$ cat config.mk
export PLATFORM = sky130hd
export DESIGN_NAME = fetch_ctrl_n
export DESIGN_NICKNAME = d
export VERILOG_FILES = /design/src/rtl/fetch_ctrl_n.sv
export SDC_FILE = /design/constraint.sdc
export NUM_CORES = 1
export LEC_CHECK = 0
export ABC_CLOCK_PERIOD_IN_PS = 2500
export CORE_MARGIN = 4
export CORE_UTILIZATION = 54
export CTS_CLUSTER_SIZE = 10
export DETAILED_ROUTE_END_ITERATION = 16
export PLACE_DENSITY = 0.81
export SETUP_SLACK_MARGIN = 0.02
export SYNTH_ARGS = -nofsm -noshare
export SYNTH_HDL_FRONTEND = slang
export SYNTH_SLANG_ARGS = --single-unit
$ cat constraint.sdc
create_clock -name clk -period 2.5 [get_ports clk]
set_input_delay 0.25 -clock clk [delete_from_list [all_inputs] [get_ports clk]]
set_output_delay 0.25 -clock clk [all_outputs]
set_load 0.02 [all_outputs]
$ cat src/rtl/fetch_ctrl_n.sv
// Fetch PC controller for FETCH_W lanes with back-pressure stall, flush redirect
// bubble, and a ring allocator of branch IDs tracked by per-tag busy bits.
module fetch_ctrl_n #(
  parameter int FETCH_W         = 2,
  parameter int PC_W            = 5,
  parameter int BID_W           = 3,
  parameter int REDIRECT_BUBBLE = 1
) (
  input  logic                     clk,
  input  logic                     rst,
  input  logic                     iq_full,
  input  logic                     buffer_full,
  input  logic [FETCH_W-1:0]       dec_branch,
  input  logic                     flush,
  input  logic [BID_W-1:0]         flush_bid,
  input  logic [PC_W-1:0]          flush_addr,
  input  logic                     resolve_vld,
  input  logic [BID_W-1:0]         resolve_bid,
  output logic [PC_W-1:0]          pc,
  output logic [FETCH_W-1:0]       fetch_vld,
  output logic [FETCH_W*BID_W-1:0] alloc_bid,
  output logic                     bid_full,
  output logic [1:0]               state
);

  localparam int NUM_BID = 1 << BID_W;

  typedef enum logic [1:0] {
    RUN      = 2'd0,
    STALL    = 2'd1,
    REDIRECT = 2'd2
  } state_t;

  state_t                     state_q, state_d;
  logic [2:0]                 cnt_q, cnt_d;
  logic [PC_W-1:0]            pc_q, pc_d;
  logic [BID_W-1:0]           ptr_q, ptr_d;
  logic [NUM_BID-1:0]         busy_q, busy_d;
  logic [FETCH_W*BID_W-1:0]   lane_bid;
  logic [BID_W-1:0]           need_bid;
  logic                       tags_ok;
  logic                       accept;

  // Branch lanes take consecutive tags from alloc_ptr in lane order.
  always_comb begin : tag_calc
    int need;
    // NOTE: every combinational output gets a default before any branch, so no latch is inferred.
    need     = 0;
    lane_bid = '0;
    tags_ok  = 1'b1;
    for (int i = 0; i < FETCH_W; i++) begin
      if (dec_branch[i]) begin
        lane_bid[i*BID_W +: BID_W] = ptr_q + BID_W'(need);
        need = need + 1;
      end
    end
    for (int k = 0; k < FETCH_W; k++) begin
      if (k < need && busy_q[ptr_q + BID_W'(k)]) tags_ok = 1'b0;
    end
    need_bid = BID_W'(need);
  end

  assign accept = (state_q != REDIRECT) & ~flush & ~iq_full & ~buffer_full & tags_ok;

  always_comb begin : next_data
    logic [BID_W-1:0] span;
    logic [BID_W-1:0] off;
    pc_d   = pc_q;
    ptr_d  = ptr_q;
    busy_d = busy_q;
    span   = ptr_q - flush_bid;
    off    = '0;
    if (resolve_vld) busy_d[resolve_bid] = 1'b0;
    if (flush) begin
      pc_d  = flush_addr;
      ptr_d = flush_bid;
      // Release the flushed tag and all younger ones: circular distance below span.
      for (int i = 0; i < NUM_BID; i++) begin
        off = BID_W'(i) - flush_bid;
        if (off < span) busy_d[i] = 1'b0;
      end
    end else if (accept) begin
      pc_d  = pc_q + PC_W'(FETCH_W);
      ptr_d = ptr_q + need_bid;
      for (int i = 0; i < FETCH_W; i++) begin
        if (dec_branch[i]) busy_d[lane_bid[i*BID_W +: BID_W]] = 1'b1;
      end
    end
  end

  always_comb begin : next_state
    state_d = state_q;
    cnt_d   = cnt_q;
    if (flush) begin
      if (REDIRECT_BUBBLE == 0) begin
        state_d = RUN;
        cnt_d   = '0;
      end else begin
        state_d = REDIRECT;
        cnt_d   = 3'(REDIRECT_BUBBLE);
      end
    end else begin
      case (state_q)
        RUN:   if (!accept) state_d = STALL;
        STALL: if (accept)  state_d = RUN;
        REDIRECT: begin
          cnt_d = cnt_q - 3'd1;
          if (cnt_q <= 3'd1) begin
            state_d = RUN;
            cnt_d   = '0;
          end
        end
        default: state_d = RUN;
      endcase
    end
  end

  always_comb begin : outputs
    fetch_vld = '0;
    alloc_bid = '0;
    bid_full  = 1'b0;
    if (!rst) begin
      fetch_vld = {FETCH_W{accept}};
      alloc_bid = accept ? lane_bid : '0;
      bid_full  = (state_q != REDIRECT) & ~tags_ok;
    end
  end

  // NOTE: the busy bits are plain flops, so they are cleared by reset like any other state.
  always_ff @(posedge clk) begin
    if (rst) begin
      state_q <= RUN;
      cnt_q   <= '0;
      pc_q    <= '0;
      ptr_q   <= '0;
      busy_q  <= '0;
    end else begin
      state_q <= state_d;
      cnt_q   <= cnt_d;
      pc_q    <= pc_d;
      ptr_q   <= ptr_d;
      busy_q  <= busy_d;
    end
  end

  assign pc    = pc_q;
  assign state = state_q;

endmodule

Yosys cells after proc, flatten, opt, wreduce, memory -nomap -nowiden. Index checks and enable logic that the tools add are counted.

Output and inout bits: 16. Bits of input ports: 19. Bits in registers: 21. Word-level logic and storage cells: 121.

Multiplexer cells: 47. Bitwise gates (word level): 13. Reductions and logical operators: 11. $add $sub $neg: 15. Magnitude comparators: 19. Equality and inequality tests: 9.

Operators with widths (number): $mux 8 (7); $add 32x2->32 const B (1); $lt 1x32->1 const A (1); $lt 2x32->1 const A (1); $mux 32 (1); $lt 3x3->1 (8); $lt 3x4->1 const B (5); $mux 1 (19); $or 8x8->8 (2); $mux 3 (5); $mux 6 (2); $sub 3x3->3 const A (4); $mux 2 (5); $mux 5 (2); $demux 1 s3 (3); $ge 3x1->1 const B (3); $ne 3x3->1 const B (3); $and 8x8->8 (1); $ne 2x2->1 const B (4); $not 8->8 (1); $add 3x3->3 (2); $bmux 1 s3 (2); $pmux 2 s3 (1); $reduce_and 3->1 (2); other kinds (15) (29).

Logic depth before layout (Yosys ltp).
Depth after elaboration: 15. Gate-level depth with buffers: 8. Gate-level depth less buffers: 8.

Least setup slack after synthesis. Ideal clock, no wire load.

Path type: register to output. From: register ptr_q[0]. To: output port alloc_bid[4]. Data required time: 2.250 ns. Arrival: 2.589 ns. Path slack: -0.339 ns. Buffers on the path: 0. Cell stages (with the launch flop): 7. Path through: dfxtp_1 -> ha_1 -> mux4_1 -> mux2_4 -> a21oi_4 -> nand2_2 -> nor4_1.

Longest elaborated chain between the ends: 8. Elaborated cells between the ends (all ways): 14.

Ends and longest elaborated chain: start, declared (line 37) `logic [BID_W-1:0] ptr_q, ptr_d;`; start signal, assigned (line 141) `ptr_q <= ptr_d;`; $add 3x1->3 / $bmux 1 s3 (equally long branches) (line 58) `if (k < need && busy_q[ptr_q + BID_W'(k)]) tags_ok = 1'b0;`; $bmux 1 s3 / $mux 1 (equally long branches) (line 58); $mux 1 (not written as such) / $logic_and 1x1->1 (equally long branches) (line 58); $logic_and 1x1->1 / $mux 1 (equally long branches) (line 58); $mux 1 (line 58); $and 1x1->1 (line 63) `assign accept = (state_q != REDIRECT) & ~flush & ~iq_full & ~buffer_full & tags_ok;`; $mux 6 * (line 124) `alloc_bid = accept ? lane_bid : '0;`; $mux 6 * (line 122) `if (!rst) begin`; end, declared (line 21) `output logic [FETCH_W*BID_W-1:0] alloc_bid,`.

Mark *: on every way between the ends. The rest lies on a longest branch, timed or not. The select of a mux whose other input is x is not followed.

Worst setup path in the final report.
From: register ptr_q[1]. To: output port alloc_bid[0].

Longest elaborated chain between the ends: 8. Elaborated cells between the ends (all ways): 12.

Ends and longest elaborated chain (line): $add 3x1->3 / $bmux 1 s3 (equally long branches) (58); $bmux 1 s3 / $mux 1 (equally long branches) (58); $mux 1 (not written as such) / $logic_and 1x1->1 (equally long branches) (58); $logic_and 1x1->1 / $mux 1 (equally long branches) (58); $mux 1 * (58); $and 1x1->1 * (63); $mux 6 * (124); $mux 6 * (122).

Marked as above.

==> impl_metrics.tcl <==
set metrics [dict create \
    critical_path_arrival_ns 2.37 \
    vias_per_cell 5.93 \
    ir_drop_v 0.000330 \
    fp.dieW_um 69.4 \
    timing.final.crit_share 1.05 \
    die-area_mm2 0.00482 \
    drc 0 \
    async_flop_share 0 \
    synthDistinctLibCells 59 \
    initial_utilization 0.556 \
    routed_wl_mm 5.70 \
    vias 2118 \
    antenna_found_initial 0 \
    setup_viol 8 \
    cts.clk_slew.worst_paths_ns 0.08 \
    setup_ws_ns -0.124 \
    critPathKind "reg2out" \
    cts_hold_buffers 0 \
    numClockSinks 21 \
    violations "negative setup slack" \
    cts_max_level 1 \
    worstSetupStartpointType "flip-flop" \
    synth-edff-count 0 \
    rsz0062_at_grt "true" \
    fin_crit_ns 2.62 \
    status "finished, violations left" \
    cts-root-buf "clkbuf_8" \
    routedWlPerCell_um 16.0 \
    fin_cells 357 \
    cts_inserted_buffers 3 \
    clk_latency_ns 0.26 \
    core_area_mm2 0.00366 \
    dr.pass1.iters 5 \
    overflow 0 \
    syn-mean-instance-area_um2 8.11 \
    cts_tree "yes" \
    skew_ns 0.00819 \
    layout_commonest_cell "buf_4" \
    min_to "state[0]" \
    placedCellCount 352 \
    ant_nets 0 \
    combPwrFrac 0.444 \
    place.gp.congestion 0.887 \
    timing.rr.end "busy_q[0]" \
    path_cells "ha_4 > mux4_2 > mux2_4 > a21oi_4 > nand2_4 > nor3b_4 > buf_6" \
    synth_seq_cells 21 \
    fill_cells 255 \
    tightestPinTransition_ns 0.600 \
    dr.first_iter.drc_count 165 \
    drive_above_1_share 0.265 \
    design_power_total_mw 1.06 \
    diodes 0 \
    regToRegSetupSlack_ns 0.11 \
    finalMaxSlewViolations 0 \
    hold_path.class "reg2reg" \
    hold_violations 0 \
    clock_path_buffers 2 \
    switching_share 0.350 \
    p_per_area_mw_per_mm2 374 \
    p_int_mw 0.689 \
    synthCells 251 \
    area_delta_synth_final_pct 39.3 \
    num_rows 22 \
    grt_max_degree 22 \
    slowest_delay_ns 0.49 \
    place_hpwl_mm 4.26 \
    ios 35 \
    max-cap-violations 0 \
    timing.fmax_ghz 0.381 \
    synth_seq_area_share 0.207 \
    synth_fp_nets 289 \
    worstPathMaxFanout 8 \
    power_switching_mw 0.371 \
    clkPwrFrac 0.214 \
    slowest_stage "mux4_2" \
    max-slew-margin-rel 0.599 \
    startpoint "ptr_q[1]" \
    nNetsFinal 348 \
    worst_r2r_path_depth 11 \
    yosysWarnings 0 \
    min_from "state[1]" \
    endpoint_kind "output port" \
    p_seq_frac 0.342 \
    leakage_nw 1.10 \
    grt_pass1_wl_mm 9.82 \
    reg2reg_from "ptr_q[0]" \
    port_buffers 34 \
    synth_area_mm2 0.00204 \
    worstHoldPathCells 1 \
    mostFrequentLayoutCells "39 x buf_4, 25 x clkdlybuf4s50_1, 19 x nand2_1, 19 x dfxtp_1" \
    grt_usage 0.244 \
    grt_pass1_vias 2058 \
    required_ns 2.25 \
    die_h_um 69.4 \
    synth_flop_cell "dfxtp_1" \
]
==> stage by stage <==
stage | setup TNS [ns] | instance area [µm²] | setup WS, ns | util | hold slack, ns
after global placement | -2.51 | 2710 | -0.298 | 0.741 | 0.468
after CTS | -0.633 | 2770 | -0.120 | 0.758 | 0.486
final | -0.620 | 2840 | -0.124 | 0.775 | 0.483
after detailed placement | -3.19 | 2710 | -0.358 | 0.741 | 0.475
after floorplan | 0 | 2130 | 0.0412 | - | 0.340
after global routing | -1.17 | 2840 | -0.190 | 0.775 | 0.548
==> metal layers <==
layer,vias to the layer above,share of wire,wire length (µm),global-route usage
met5,-,0,0,0
li1,1053,-,-,-
met3,8,0.046,263,0.0290
met4,0,0.0084,48,0.0607
met1,985,0.44,2520,0.333
met2,72,0.50,2870,0.408
==> cells in the mapped netlist (3+ instances only) <==
library cell	n	area (µm²)
a21oi_1	19	95.1
a31oi_1	4	25.0
a32oi_1	3	26.3
buf_1	3	11.3
buf_2	3	15.0
clkbuf_1	7	26.3
dfxtp_1	21	420
ha_1	17	213
inv_1	16	60.1
nand2_1	19	71.3
nand2b_1	9	56.3
nand3_1	9	45.0
nor2_1	15	56.3
nor2b_1	4	25.0
nor3_1	12	60.1
nor4_1	3	18.8
o211ai_1	9	67.6
o21ai_0	8	40.0
o21bai_1	3	22.5
o221ai_1	4	35.0
xnor2_1	10	87.6
==> cells by family after synthesis <==
logic type / Yosys count / share of synthesized area
adder cells (fa/ha/maj): 19 / 0.124
XOR/XNOR: 12 / 0.0516
flip-flops: 21 / 0.207
AND/OR/NAND/NOR: 84 / 0.209
buffers and inverters: 32 / 0.0701
multiplexers: 7 / 0.0651
AO/OA/AOI/OAI: 76 / 0.274
==> worst max path at each step <==
stage                        end  slack, ns  cells past startpoint
floorplan           fetch_vld[1]       0.04                      7
global placement    alloc_bid[0]      -0.30                      7
detailed placement  alloc_bid[0]      -0.36                      7
CTS                 alloc_bid[0]      -0.12                      7
global route        alloc_bid[0]      -0.19                      7
finish              alloc_bid[0]      -0.12                      7
==> area by class of cell <==
type                            instances  area (µm²)  area share
Clock buffer                            4        45.0      0.0159
Inverter                               16        60.1      0.0212
Tap cell                               48        60.1      0.0212
Sequential cell                        21         423       0.149
Multi-Input combinational cell        198        1640       0.580
Timing Repair Buffer                   70         604       0.213
==> critical path: cells and delay by family, from the launching register on <==
| kind | cells | cell delay (ns) |
|---|---|---|
| buffers and inverters | 1 | 0.14 |
| flip-flops | 1 | 0.34 |
| AO/OA/AOI/OAI | 1 | 0.17 |
| adder cells (fa/ha/maj) | 1 | 0.28 |
| multiplexers | 2 | 0.80 |
| AND/OR/NAND/NOR | 2 | 0.37 |
==> state kept, by name, indices dropped and copies added (netlist names) <==
name / count
pc: 5
cnt_q: 3
ptr_q: 3
state: 2
busy_q: 8
==> power groups by stage <==
| stage | Combinational [mW] | Clock (mW) | Sequential (mW) |
|---|---|---|---|
| 2_1_floorplan | 0.243 | 0 | 0.377 |
| 3_3_place_gp | 0.406 | 0 | 0.369 |
| 3_5_place_dp | 0.417 | 0 | 0.370 |
| 4_1_cts | 0.436 | 0.223 | 0.362 |
| 5_1_grt | 0.518 | 0.240 | 0.365 |
| 6_report | 0.470 | 0.227 | 0.363 |
==> what timing repair did <==
item                                    CTS  global route
pin swaps                                 7             9
cloned                                    0             0
endpoints found under the setup margin   10            12
gates resized for setup                  57            11
buffers inserted                          2             1
(Power assumes the default switching activity.)
